[src/rtl/lagarto_fpu_fflags_acc_if.sv]
// Signal bundle between the FP writeback/commit side and the fflags accumulator.
// master = issue/writeback/commit/CSR side, slave = accumulator.
interface lagarto_fpu_fflags_acc_if #(
  parameter int NUM_ENTRIES = 8,
  parameter int NUM_LANES   = 4
);
  localparam int TAG_W = $clog2(NUM_ENTRIES);

  logic                       alloc_valid_i;
  logic [TAG_W-1:0]           alloc_tag_i;
  logic [NUM_LANES-1:0]       rep_valid_i;
  logic [NUM_LANES*TAG_W-1:0] rep_tag_i;
  logic [NUM_LANES*5-1:0]     rep_flags_i;
  logic                       commit_valid_i;
  logic [TAG_W-1:0]           commit_tag_i;
  logic                       kill_valid_i;
  logic [TAG_W-1:0]           kill_tag_i;
  logic                       flush_i;
  logic                       csr_we_i;
  logic [4:0]                 csr_wdata_i;
  logic [4:0]                 fflags_o;
  logic                       commit_flags_valid_o;
  logic [4:0]                 commit_flags_o;
  logic                       fs_dirty_o;
  logic                       err_o;

  modport master (
    output alloc_valid_i, alloc_tag_i, rep_valid_i, rep_tag_i, rep_flags_i,
           commit_valid_i, commit_tag_i, kill_valid_i, kill_tag_i, flush_i,
           csr_we_i, csr_wdata_i,
    input  fflags_o, commit_flags_valid_o, commit_flags_o, fs_dirty_o, err_o
  );

  modport slave (
    input  alloc_valid_i, alloc_tag_i, rep_valid_i, rep_tag_i, rep_flags_i,
           commit_valid_i, commit_tag_i, kill_valid_i, kill_tag_i, flush_i,
           csr_we_i, csr_wdata_i,
    output fflags_o, commit_flags_valid_o, commit_flags_o, fs_dirty_o, err_o
  );
endinterface

[src/rtl/lagarto_fpu_fflags_acc.sv]
// Speculative per-tag FP exception flag accumulator; merges into fflags 1 cycle after commit, never stalls.
// Define LAGARTO_FFLAGS_CHECK_EN to enable the sticky protocol error output err_o.
module lagarto_fpu_fflags_acc #(
  parameter int NUM_ENTRIES = 8,
  parameter int NUM_LANES   = 4
) (
  input logic                   clk_i,
  input logic                   rstn_i,
  lagarto_fpu_fflags_acc_if.slave bus
);
  localparam int TAG_W = $clog2(NUM_ENTRIES);

  logic [NUM_ENTRIES-1:0] valid_q, valid_d;
  logic [4:0]             pend_q  [NUM_ENTRIES];
  logic [4:0]             pend_d  [NUM_ENTRIES];
  logic [4:0]             rep_hit [NUM_ENTRIES];

  logic [4:0] fflags_q, fflags_d;
  logic [4:0] cflags;
  logic [4:0] commit_flags_q;
  logic       commit_valid_q;
  logic       dirty_q;
  logic       commit_kept;

  // Same-cycle reports per entry, OR-ed across lanes.
  always_comb begin
    for (int e = 0; e < NUM_ENTRIES; e++) begin
      rep_hit[e] = '0;
      for (int k = 0; k < NUM_LANES; k++) begin
        if (bus.rep_valid_i[k] && (bus.rep_tag_i[k*TAG_W +: TAG_W] == TAG_W'(e)))
          rep_hit[e] = rep_hit[e] | bus.rep_flags_i[k*5 +: 5];
      end
    end
  end

  // A flush or a kill of the same tag wins over the commit.
  assign commit_kept = bus.commit_valid_i && !bus.flush_i &&
                       !(bus.kill_valid_i && (bus.kill_tag_i == bus.commit_tag_i));

  assign cflags = valid_q[bus.commit_tag_i] ?
                  (pend_q[bus.commit_tag_i] | rep_hit[bus.commit_tag_i]) : 5'b0;

  // Retire actions first, alloc last so a retired tag comes back clean.
  always_comb begin
    for (int e = 0; e < NUM_ENTRIES; e++) begin
      valid_d[e] = valid_q[e];
      pend_d[e]  = valid_q[e] ? (pend_q[e] | rep_hit[e]) : pend_q[e];
      if (commit_kept && (bus.commit_tag_i == TAG_W'(e))) begin
        valid_d[e] = 1'b0;
        pend_d[e]  = '0;
      end
      if (bus.kill_valid_i && (bus.kill_tag_i == TAG_W'(e))) begin
        valid_d[e] = 1'b0;
        pend_d[e]  = '0;
      end
      if (bus.flush_i) begin
        valid_d[e] = 1'b0;
        pend_d[e]  = '0;
      end
      if (bus.alloc_valid_i && (bus.alloc_tag_i == TAG_W'(e))) begin
        valid_d[e] = 1'b1;
        pend_d[e]  = '0;
      end
    end
  end

  // Software write is younger than the retiring instruction, so it wins.
  always_comb begin
    fflags_d = fflags_q;
    if (bus.csr_we_i)
      fflags_d = bus.csr_wdata_i;
    else if (commit_kept)
      fflags_d = fflags_q | cflags;
  end

  always_ff @(posedge clk_i or negedge rstn_i) begin
    if (!rstn_i) begin
      valid_q        <= '0;
      fflags_q       <= '0;
      commit_flags_q <= '0;
      commit_valid_q <= 1'b0;
      dirty_q        <= 1'b0;
      for (int e = 0; e < NUM_ENTRIES; e++) pend_q[e] <= '0;
    end else begin
      valid_q        <= valid_d;
      fflags_q       <= fflags_d;
      commit_flags_q <= commit_kept ? cflags : 5'b0;
      commit_valid_q <= commit_kept;
      dirty_q        <= (fflags_d != fflags_q);
      for (int e = 0; e < NUM_ENTRIES; e++) pend_q[e] <= pend_d[e];
    end
  end

  assign bus.fflags_o             = fflags_q;
  assign bus.commit_flags_o       = commit_flags_q;
  assign bus.commit_flags_valid_o = commit_valid_q;
  assign bus.fs_dirty_o           = dirty_q;

`ifdef LAGARTO_FFLAGS_CHECK_EN
  logic err_q;
  logic err_hit;
  logic alloc_freed;

  always_comb begin
    err_hit     = 1'b0;
    alloc_freed = bus.flush_i ||
                  (bus.kill_valid_i && (bus.kill_tag_i == bus.alloc_tag_i)) ||
                  (bus.commit_valid_i && (bus.commit_tag_i == bus.alloc_tag_i));
    for (int k = 0; k < NUM_LANES; k++) begin
      if (bus.rep_valid_i[k] && !valid_q[bus.rep_tag_i[k*TAG_W +: TAG_W]])
        err_hit = 1'b1;
    end
    if (bus.commit_valid_i && !valid_q[bus.commit_tag_i]) err_hit = 1'b1;
    if (bus.kill_valid_i && !valid_q[bus.kill_tag_i])     err_hit = 1'b1;
    if (bus.alloc_valid_i && valid_q[bus.alloc_tag_i] && !alloc_freed)
      err_hit = 1'b1;
  end

  always_ff @(posedge clk_i or negedge rstn_i) begin
    if (!rstn_i) err_q <= 1'b0;
    else         err_q <= err_q | err_hit;
  end

  assign bus.err_o = err_q;
`else
  assign bus.err_o = 1'b0;
`endif
endmodule

[src/flat_wrapper.sv]
// flat-port wrapper written by rule: the top's interface ports become plain ports
module lagarto_fpu_fflags_acc_flat 
#(
  parameter int NUM_ENTRIES = 8,
  parameter int NUM_LANES   = 4
)
  (clk_i, rstn_i, bus_alloc_valid_i, bus_alloc_tag_i, bus_rep_valid_i, bus_rep_tag_i, bus_rep_flags_i, bus_commit_valid_i, bus_commit_tag_i, bus_kill_valid_i, bus_kill_tag_i, bus_flush_i, bus_csr_we_i, bus_csr_wdata_i, bus_fflags_o, bus_commit_flags_valid_o, bus_commit_flags_o, bus_fs_dirty_o, bus_err_o);
  lagarto_fpu_fflags_acc_if #(.NUM_ENTRIES(NUM_ENTRIES), .NUM_LANES(NUM_LANES)) bus_i ();
  input logic clk_i;
  input logic rstn_i;
  input wire logic [$bits(bus_i.alloc_valid_i)-1:0] bus_alloc_valid_i;
  input wire logic [$bits(bus_i.alloc_tag_i)-1:0] bus_alloc_tag_i;
  input wire logic [$bits(bus_i.rep_valid_i)-1:0] bus_rep_valid_i;
  input wire logic [$bits(bus_i.rep_tag_i)-1:0] bus_rep_tag_i;
  input wire logic [$bits(bus_i.rep_flags_i)-1:0] bus_rep_flags_i;
  input wire logic [$bits(bus_i.commit_valid_i)-1:0] bus_commit_valid_i;
  input wire logic [$bits(bus_i.commit_tag_i)-1:0] bus_commit_tag_i;
  input wire logic [$bits(bus_i.kill_valid_i)-1:0] bus_kill_valid_i;
  input wire logic [$bits(bus_i.kill_tag_i)-1:0] bus_kill_tag_i;
  input wire logic [$bits(bus_i.flush_i)-1:0] bus_flush_i;
  input wire logic [$bits(bus_i.csr_we_i)-1:0] bus_csr_we_i;
  input wire logic [$bits(bus_i.csr_wdata_i)-1:0] bus_csr_wdata_i;
  output wire logic [$bits(bus_i.fflags_o)-1:0] bus_fflags_o;
  output wire logic [$bits(bus_i.commit_flags_valid_o)-1:0] bus_commit_flags_valid_o;
  output wire logic [$bits(bus_i.commit_flags_o)-1:0] bus_commit_flags_o;
  output wire logic [$bits(bus_i.fs_dirty_o)-1:0] bus_fs_dirty_o;
  output wire logic [$bits(bus_i.err_o)-1:0] bus_err_o;
  assign bus_i.alloc_valid_i = bus_alloc_valid_i;
  assign bus_i.alloc_tag_i = bus_alloc_tag_i;
  assign bus_i.rep_valid_i = bus_rep_valid_i;
  assign bus_i.rep_tag_i = bus_rep_tag_i;
  assign bus_i.rep_flags_i = bus_rep_flags_i;
  assign bus_i.commit_valid_i = bus_commit_valid_i;
  assign bus_i.commit_tag_i = bus_commit_tag_i;
  assign bus_i.kill_valid_i = bus_kill_valid_i;
  assign bus_i.kill_tag_i = bus_kill_tag_i;
  assign bus_i.flush_i = bus_flush_i;
  assign bus_i.csr_we_i = bus_csr_we_i;
  assign bus_i.csr_wdata_i = bus_csr_wdata_i;
  assign bus_fflags_o = bus_i.fflags_o;
  assign bus_commit_flags_valid_o = bus_i.commit_flags_valid_o;
  assign bus_commit_flags_o = bus_i.commit_flags_o;
  assign bus_fs_dirty_o = bus_i.fs_dirty_o;
  assign bus_err_o = bus_i.err_o;
  lagarto_fpu_fflags_acc #(.NUM_ENTRIES(NUM_ENTRIES), .NUM_LANES(NUM_LANES)) u_core (.clk_i(clk_i), .rstn_i(rstn_i), .bus(bus_i));
endmodule
[config.mk]
export PLATFORM = sky130hd
export DESIGN_NAME = lagarto_fpu_fflags_acc_flat
export DESIGN_NICKNAME = d
export VERILOG_FILES = /design/src/rtl/lagarto_fpu_fflags_acc_if.sv /design/src/rtl/lagarto_fpu_fflags_acc.sv /design/src/flat_wrapper.sv
export SDC_FILE = /design/constraint.sdc
export NUM_CORES = 1
export LEC_CHECK = 0
export BUFFER_PORTS_ARGS = -buffer_cell sky130_fd_sc_hd__buf_4
export CAP_MARGIN = 30
export CORE_MARGIN = 8
export CORE_UTILIZATION = 25
export DETAILED_ROUTE_END_ITERATION = 10
export GPL_TIMING_DRIVEN = 1
export PLACE_DENSITY_LB_ADDON = 0.08
export SYNTH_ARGS = -nofsm -noshare
export SYNTH_HDL_FRONTEND = slang
export SYNTH_SLANG_ARGS = --single-unit
[constraint.sdc]
create_clock -name clk_i -period 2 [get_ports clk_i]
set_input_delay 0.1 -clock clk_i [delete_from_list [all_inputs] [get_ports clk_i]]
set_output_delay 0.1 -clock clk_i [all_outputs]
set_load 0.1 [all_outputs]
* Yosys cells after proc, flatten, opt, wreduce, memory -nomap -nowiden *
Cells that the tools add are included.

operators by class
  add/sub/neg operators = 0
  multipliers = 0
  div/mod/pow operators = 0
  order comparisons = 2
  equal/unequal tests = 51
  shift-type cells = 0
  mux-type cells = 116
  bitwise operators = 35
  reductions and logical operators = 84

operators by type and width
  operator              count
  $mux W5               80
  $or A5 B5 Y5          34
  $eq A3 B3 Y1 const B  28
  $logic_and A1 B1 Y1   59
  $eq A3 B2 Y1 const B  14
  $reduce_bool A5 Y1    8
  $mux W1               33
  $reduce_bool A4 Y1    8
  $bmux W5 S3           2
  $eq A3 B1 Y1 const B  7
  $logic_not A3 Y1      7
  $ne A5 B5 Y1          1
  $ge A4 B4 Y1 const B  1
  $lt A3 B4 Y1 const B  1
  $not A3 Y4            1
  $bmux W1 S3           1
  $eq A3 B3 Y1          1
  $logic_not A1 Y1      2

word-level totals
  register bits after elaboration = 60
  bits in latches = 0
  RAM bits = 0
  memory bits (read-only) = 0
  bits of input ports = 57
  output and inout port bits = 13
  word-level logic and storage cells = 308
  memories = 0

* Logic depth before layout (Yosys ltp) *
Gate-level depths: netlist of the first run.

  depth after elaboration = 18
  depth in mapped cells = 9
  gate-level depth less buffers = 7

* Worst setup path before layout of the first run *
Ideal clock, no wire load.

  path kind = register to register
  start point = reg u_core.fflags_q[4] (netlist: u_core.bus.fflags_o[4])
  end point = reg u_core.dirty_q (netlist: u_core.bus.fs_dirty_o)
  setup time = 0.140 ns
  arrival = 2.259 ns
  data required time = 1.860 ns
  slack = -0.399 ns
  cell stages (with the launch flop) = 8
  buffers on the path = 0
  clock period less this slack = 2.399 ns
  cells stage by stage = dfrtp_1 > or3b_1 > a222oi_1 > a21oi_1 > nor4_1 > o32ai_1 > a2111oi_2 > o211ai_1

between the ends
  longest elaborated chain between the ends = 4

ends and longest elaborated chain
  item                      RTL line                      source
  start: declaration        lagarto_fpu_fflags_acc.sv:18  logic [4:0] fflags_q, fflags_d;
  start signal: assignment  lagarto_fpu_fflags_acc.sv:86  fflags_q <= fflags_d;
  $or A5 B5 Y5              lagarto_fpu_fflags_acc.sv:73  fflags_d = fflags_q | cflags;
  $mux W5                   lagarto_fpu_fflags_acc.sv:72  else if (commit_kept)
  $mux W5                   lagarto_fpu_fflags_acc.sv:70  if (bus.csr_we_i)
  $ne A5 B5 Y1 (*)          lagarto_fpu_fflags_acc.sv:89  dirty_q <= (fflags_d != fflags_q);
  end signal: assignment    lagarto_fpu_fflags_acc.sv:89
  end: declaration          lagarto_fpu_fflags_acc.sv:22  logic dirty_q;

Mark *: on every way between the ends. The rest lies on a longest branch, timed or not.
A chain may end at the register's enable or synchronous reset.

* Worst setup path in the final report of the first run *
  start point = reg u_core.pend_q[1] in the netlist's numbering
  end point = reg u_core.dirty_q (netlist: u_core.bus.fs_dirty_o)

between the ends
  longest elaborated chain between the ends = 9

ends and longest elaborated chain
  item                                         RTL line                      source
  start: declaration                           lagarto_fpu_fflags_acc.sv:14  logic [4:0] pend_q [NUM_ENTRIES];
  $bmux W5 S3                                  lagarto_fpu_fflags_acc.sv:41  (pend_q[bus.commit_tag_i] | rep_hit[bus.commit_tag_i]) : 5'b0;
  $mux W5 (implied by the code) (2 in series)  lagarto_fpu_fflags_acc.sv:41
  $or A5 B5 Y5                                 lagarto_fpu_fflags_acc.sv:41
  $mux W5                                      lagarto_fpu_fflags_acc.sv:40  assign cflags = valid_q[bus.commit_tag_i] ?
  $or A5 B5 Y5                                 lagarto_fpu_fflags_acc.sv:73
  $mux W5                                      lagarto_fpu_fflags_acc.sv:72
  $mux W5                                      lagarto_fpu_fflags_acc.sv:70
  $ne A5 B5 Y1                                 lagarto_fpu_fflags_acc.sv:89

No other way between the ends. The select of a mux whose other input is x is not followed.

==> flow_metrics.tcl, run 1 <==
set metrics [dict create \
    dp_slack_ns -0.182 \
    stdcell_area_um2 6110 \
    status "finished, final reports clean" \
    path_cells "mux4_2 -> nand2b_4 -> a211oi_2 -> buf_4 -> a211oi_4 -> a2111oi_4 -> o211ai_1" \
    grt_max_degree 39 \
    cts-root-buf "clkbuf_16" \
    dieWidth_um 148 \
    io_pins 70 \
    worst_pin_slew_ns 0.565 \
    maxSlewHeadroom 0.623 \
    clock_latency_ns 0.33 \
    hold_class "input pin to flop" \
    fillCellCount 1834 \
    synthDistinctLibCells 73 \
    dpl.hpwl_mm 15.2 \
    skew_ns 0.00470 \
    synthArstFlopShare 1.00 \
    drive_gt1_frac 0.344 \
    cts_setup_buffers 0 \
    yosysTopAreaCellShare 0.345 \
    dr.pass1.iters 8 \
    start_util 0.253 \
    num_antenna_cells 0 \
    max_freq_mhz 511 \
    route.detailed.drc 0 \
    yosys.area_share.simple 0.252 \
    final_nets 691 \
    drv_cap 0 \
    synth_area_leaders "dfrtp_1, a22oi_1, a21oi_1" \
    crit_required_ns 2.19 \
    critPathLaunchType "flop" \
    htree_num_levels 3 \
    rows 48 \
    numCtsBuffers 9 \
    period_minus_slack_ns 1.96 \
    cp_top_family "compound AO/OA/AOI/OAI gates" \
    max_stage_delay_ns 0.47 \
    p_leak_nw 2.75 \
    setup_viol 0 \
    utilization 0.356 \
    synthAdderAreaFrac 0 \
    yosysTopAreaCell "dfrtp_1" \
    place_area_um2 5740 \
    drt-total-wl_mm 19.1 \
    pwr_density_cell_nw_per_um2 626 \
    finalWorstSetupSlack_ns 0.0424 \
    hold_violations 0 \
    drtIter0Drc 436 \
    synth_area_um2 4350 \
    p_total_mw 3.83 \
    synthFlopType "dfrtp_1" \
    cp_slowest_cell "mux4_2" \
    core_area_um2 17200 \
    cts_max_path_buffers 2 \
    yosysWarnings 0 \
    syn_area_per_cell_um2 8.97 \
    critPathCaptureType "flop" \
    overflow 0 \
    ir_drop_v 0.000380 \
    crit_arrival_ns 2.15 \
    place_inst 846 \
    synth_compound_area_frac 0.317 \
    synth-edff-count 0 \
    synth-xor-area-share 0.0101 \
    synthMuxAreaShare 0.0256 \
    num_vias 4678 \
    crit_fanout 2 \
    portBuffers 68 \
    via_per_inst 5.41 \
    instances_no_fill 864 \
    gp_congestion 0.867 \
    clk_pin_slew_ns 0.05 \
    dieArea_um2 21900 \
    track_usage 0.174 \
    clock_sinks 60 \
    grt_pass1_wl_mm 28.8 \
    die_height_um 148 \
    syn_nets 542 \
    synth_top_family_by_area "compound AO/OA/AOI/OAI gates" \
    path_buf_inv 1 \
    area_growth_syn_to_layout_pct 40.6 \
    tns_ns 0 \
    postRouteAntennaNets 0 \
    slew_violations 0 \
    ys_seq_elements 60 \
    tritoncts "done" \
    criticalPathCategory "flop to flop" \
    worst_hold_slack_ns 0.0178 \
    regArea_um2 1510 \
    syn_inst 485 \
    ys_seq_area_frac 0.345 \
    first_global_vias 4830 \
    grt_setup_unrepaired "yes" \
    min_period_over_period 0.979 \
    wl_per_cell_um 22.1 \
    multiInputGateArea_um2 2680 \
    antenna_found_initial 1 \
]
==> state kept, by name, indices dropped and copies added (netlist names) <==
name                             cells
u_core.bus.commit_flags_o            5
u_core.bus.commit_flags_valid_o      1
u_core.bus.fflags_o                  5
u_core.bus.fs_dirty_o                1
u_core.pend_q                       40
u_core.valid_q                       8
==> worst register-to-register path, stage by stage (launching register included) <==
cell and delay [ns]:
dfrtp_1 0.37, mux4_2 0.47, nand2b_4 0.15, a211oi_2 0.15, buf_4 0.17, a211oi_4 0.07
a2111oi_4 0.31, o211ai_1 0.13
==> per-layer routing <==
layer	wire length (um)	vias to the layer above	global-route usage	share of wire
met5	0	-	0	0
met4	448	0	0.0632	0.023
met3	1220	31	0.0385	0.064
met2	8730	180	0.273	0.46
met1	8690	2284	0.228	0.46
li1	-	2183	-	-
==> layout make-up <==
class                      count  share of cell area
multi-input combinational    381               0.438
sequential                    60               0.246
timing repair buffer         168               0.211
tap                          225              0.0460
clock buffer                  12              0.0419
inverter                      14             0.00859
clock inverter                 4             0.00778
==> repair_timing <==
item                                    in CTS  in global routing
hold endpoints to repair                    38                  0
endpoints found under the setup margin       1                  1
resized for setup                            2                  5
hold buffers                                 2                  0
==> cells in the mapped netlist (3+ instances only) <==
library cell   n
a2111oi_1      3
a2111oi_2      3
a211o_1        3
a21boi_0       8
a21o_1         4
a21oi_1       38
a22oi_1       80
a31oi_1        5
and4_1         3
and4b_1        9
and4bb_2       9
buf_4          4
buf_6          3
clkbuf_1      18
dfrtp_1       60
inv_1         12
mux4_2         4
nand2_1       40
nand2b_1      12
nand3_1        5
nand3b_1       4
nand4b_1       5
nor2_1        43
nor2b_1       14
nor3_1         9
o21a_1         7
o21ai_1        3
o22ai_1        6
o32ai_1        5
or2_2          5
or3_1          3
xnor2_1        3
==> power breakdown <==
group	leakage [nW]	switching, mW	internal, mW
Combinational	1.78	0.583	0.376
Sequential	0.817	0.0221	1.25
Clock	0.149	0.568	1.03
==> cells in the final DEF, fill, tap and decap left out, drive strengths merged, types with 5 or more instances in the layout <==
| cell type | synthesis | final |
|---|---|---|
| a2111oi | 6 | 6 |
| a21boi | 8 | 8 |
| a21oi | 38 | 38 |
| a22oi | 81 | 81 |
| a31oi | 5 | 5 |
| and4b | 12 | 12 |
| and4bb | 12 | 12 |
| buf | 8 | 166 |
| clkbuf | 21 | 12 |
| dfrtp | 60 | 60 |
| inv | 13 | 13 |
| nand2 | 40 | 40 |
| nand2b | 12 | 12 |
| nand3 | 5 | 5 |
| nand4b | 5 | 5 |
| nor2 | 43 | 43 |
| nor2b | 14 | 14 |
| nor3 | 9 | 9 |
| o21a | 7 | 7 |
| o22ai | 6 | 6 |
| o32ai | 5 | 5 |
| or2 | 6 | 6 |
==> cell families after synthesis <==
group | count (synthesis)
xor+xnor | 5
mux | 6
buf+inv | 44
other cells | 1
flops | 60
compound gates | 189
simple gates | 180
==> worst paths after layout <==
kind	to	slack, ns	startpoint	cells past startpoint
min in group asynchronous	u_core.valid_q[4]	0.30	rstn_i	2
max	u_core.bus.fs_dirty_o	0.04	u_core.pend_q[1]	7
min reg2reg	u_core.pend_q[32]	0.48	u_core.pend_q[32]	2
max in group asynchronous	u_core.pend_q[30]	1.15	rstn_i	3
max reg2reg	u_core.bus.fs_dirty_o	0.04	u_core.pend_q[1]	7
min	u_core.bus.fflags_o[3]	0.02	bus_csr_wdata_i[3]	2
Note: power is estimated with default switching activity, not from simulation.
==> run 2: changes to the inputs <==
--- a/config.mk
+++ b/config.mk
@@ -5,6 +5,7 @@
 export SDC_FILE = /design/constraint.sdc
 export NUM_CORES = 1
 export LEC_CHECK = 0
+export ABC_AREA = 1
 export BUFFER_PORTS_ARGS = -buffer_cell sky130_fd_sc_hd__buf_4
 export CAP_MARGIN = 30
 export CORE_MARGIN = 8
@@ -15,3 +16,4 @@
 export SYNTH_ARGS = -nofsm -noshare
 export SYNTH_HDL_FRONTEND = slang
 export SYNTH_SLANG_ARGS = --single-unit
+export TNS_END_PERCENT = 5
==> run 2 against run 1 <==
Against the previous run:
- clock power barely moved
- clock skew rose by 0.0013 ns
- combinational power fell by 4.7%
- via count rose by 16%
- synthesized cell count rose by 62%
- power fell by 1.1%
- design area fell by 3.2%
- non-clock buffer count fell by 68
- largest cell class unchanged
- highest routed layer unchanged
==> flow_metrics.tcl, run 2 <==
set metrics [dict create \
    status "finished, final reports clean" \
    cp_top_family "simple AND/OR/NAND/NOR gates" \
    min_to "u_core.bus.fflags_o[0]" \
    htree_num_levels 3 \
    globalRouteMet3Util 0.0301 \
    grt_pass1_wl_mm 32.4 \
    crit_top_cell "nand2_1" \
    p_switching_mw 1.30 \
    cp_slowest_cell "dfrtp_1" \
    utilization 0.320 \
    dpl.hpwl_mm 17.1 \
    p_total_mw 3.79 \
    io_pins 70 \
    ys_seq_elements 60 \
    via_per_inst 4.86 \
    finalWorstSetupSlack_ns 0.364 \
    drive_gt1_frac 0.150 \
    clk_pin_slew_ns 0.06 \
    syn_inst 788 \
    postRouteAntennaNets 0 \
    final_cell_mix "nand2_1, nor2_1, buf_4" \
    sw_frac_of_total 0.344 \
    rows 50 \
    hold_start "bus_csr_wdata_i[0]" \
    skew_ns 0.00602 \
    gp_congestion 0.933 \
    drtIter0Drc 401 \
    pwr-share-clk 0.423 \
    top_regs "u_core.pend_q: 40 flops, u_core.valid_q: 8 flops" \
    clock_latency_ns 0.35 \
    path_buf_inv 0 \
    syn_nets 845 \
    synthFlopType "dfrtp_1" \
    critPathCaptureType "flop" \
    route.detailed.drc 0 \
    grt_setup_unrepaired "no" \
    worst_hold_path.num_cells 3 \
    rrSetupSlack_ns 0.36 \
    synthDistinctLibCells 28 \
    final_nets 937 \
    core_area_um2 18500 \
    r2r_start "u_core.valid_q[4]" \
    overflow 0 \
    cp.depth 11 \
    path_cells "or2_1 -> o21ai_0 -> o21ai_1 -> nand2_1 -> nor2_4 -> nand3_2 -> nand2_1 -> nand3_1 -> nand2_1 -> nor2_1 -> nand2_1" \
    first_global_vias 5550 \
    antenna_found_initial 0 \
    cts_setup_buffers 0 \
    met2_usage 0.291 \
    internal_power_mw 2.48 \
    hold_violations 0 \
    drv_cap 0 \
    worst_pin_slew_ns 0.816 \
    grt_max_degree 61 \
    ir_drop_v 0.000271 \
    portBuffers 68 \
    dr.pass1.iters 7 \
    power_frac_seq 0.335 \
    track_usage 0.181 \
    largest_register_ffs 40 \
    crit_required_ns 2.28 \
    min_period_over_period 0.818 \
    cts-root-buf "clkbuf_16" \
    numCtsBuffers 9 \
    clock_sinks 60 \
    max_stage_delay_ns 0.36 \
    regToRegEndpoint "u_core.bus.fs_dirty_o" \
    final_common_cell "nand2_1" \
    crit_fanout 5 \
    combPwrFrac 0.241 \
    p_leak_nw 3.01 \
    num_antenna_cells 0 \
    busiest_layer "met2" \
    pwr_density_cell_nw_per_um2 639 \
    synthArstFlopShare 1.00 \
    cts_max_path_buffers 2 \
    num_vias 5439 \
    dieArea_um2 23300 \
    worst_hold_slack_ns 0.0309 \
    dieWidth_um 153 \
    hold_class "input pin to flop" \
    period_minus_slack_ns 1.64 \
    synth_area_um2 4680 \
    die_height_um 153 \
    wl_per_cell_um 18.7 \
    start_util 0.252 \
    crit_arrival_ns 1.92 \
    setup_viol 0 \
    dp_slack_ns 0.0526 \
    max_freq_mhz 611 \
    reg2reg_depth 11 \
    yosysWarnings 0 \
    maxSlewHeadroom 0.456 \
    use_met1 0.237 \
    tns_ns 0 \
    synth_area_leaders "dfrtp_1, nand2_1, nor2_1" \
    critPathLaunchType "flop" \
    drt-total-wl_mm 21.0 \
    ys_seq_area_frac 0.321 \
    regMostFlops "u_core.pend_q" \
    syn_area_per_cell_um2 5.93 \
    criticalPathCategory "flop to flop" \
    synth-edff-count 0 \
    tritoncts "done" \
    slew_violations 0 \
    yosysTopAreaCell "dfrtp_1" \
    area_growth_syn_to_layout_pct 26.6 \
    synthTopCellsByCount "nand2_1, nor2_1, inv_1" \
    yosysTopAreaCellShare 0.321 \
    cp-startpoint "u_core.valid_q[4]" \
    synthMostInstantiatedCell "nand2_1" \
]
## run 2: cell families after synthesis
group	Yosys count	synth area share
compound gates	115	0.142
buf+inv	108	0.0934
other cells	1	0.000802
flops	60	0.321
simple gates	504	0.443
## run 2: worst min-delay path, stage by stage
cell and delay (ns):
buf_4 0.07, nor2_1 0.04, a21oi_1 0.11
## run 2: what timing repair did
item	CTS	global route
hold endpoints to repair	60	0
gates resized for setup	0	0
hold buffers	1	0
## run 2: how the worst max path moves through the flow
stage,endpoint
finish,u_core.bus.fs_dirty_o
CTS,u_core.bus.fs_dirty_o
floorplan,u_core.bus.fs_dirty_o
global route,u_core.bus.fs_dirty_o
global placement,u_core.bus.fs_dirty_o
detailed placement,u_core.bus.fs_dirty_o
## run 2: routing by layer
layer / wire, um / vias to the layer above / part of all wire
met5: 0 / - / 0
met3: 862 / 35 / 0.041
li1: - / 2721 / -
met2: 9420 / 162 / 0.45
met4: 597 / 0 / 0.028
met1: 10100 / 2521 / 0.48
## run 2: cell type report
type / count / area [um^2]
timing repair buffer: 100 / 753
sequential: 60 / 1500
clock buffer: 9 / 225
clock inverter: 7 / 75.1
fill: 2120 / 12600
inverter: 89 / 334
tap: 234 / 293
multi-input combinational: 620 / 2740
## run 2: power groups by stage
stage	Sequential, mW	Clock (mW)	Combinational, mW
after floorplan	1.41	0	0.395
after global placement	1.29	0	0.918
after detailed placement	1.29	0	0.909
after CTS	1.27	1.64	0.913
after global routing	1.27	1.69	0.994
final	1.27	1.60	0.914
## run 2: per-stage QoR
| step | cells | cell area (um^2) |
|---|---|---|
| 2_1_floorplan | 788 | 4680 |
| 3_3_place_gp | 1102 | 5610 |
| 3_5_place_dp | 1102 | 5610 |
| 4_1_cts | 1119 | 5920 |
| 5_1_grt | 1119 | 5920 |
| 6_report | 1119 | 5920 |
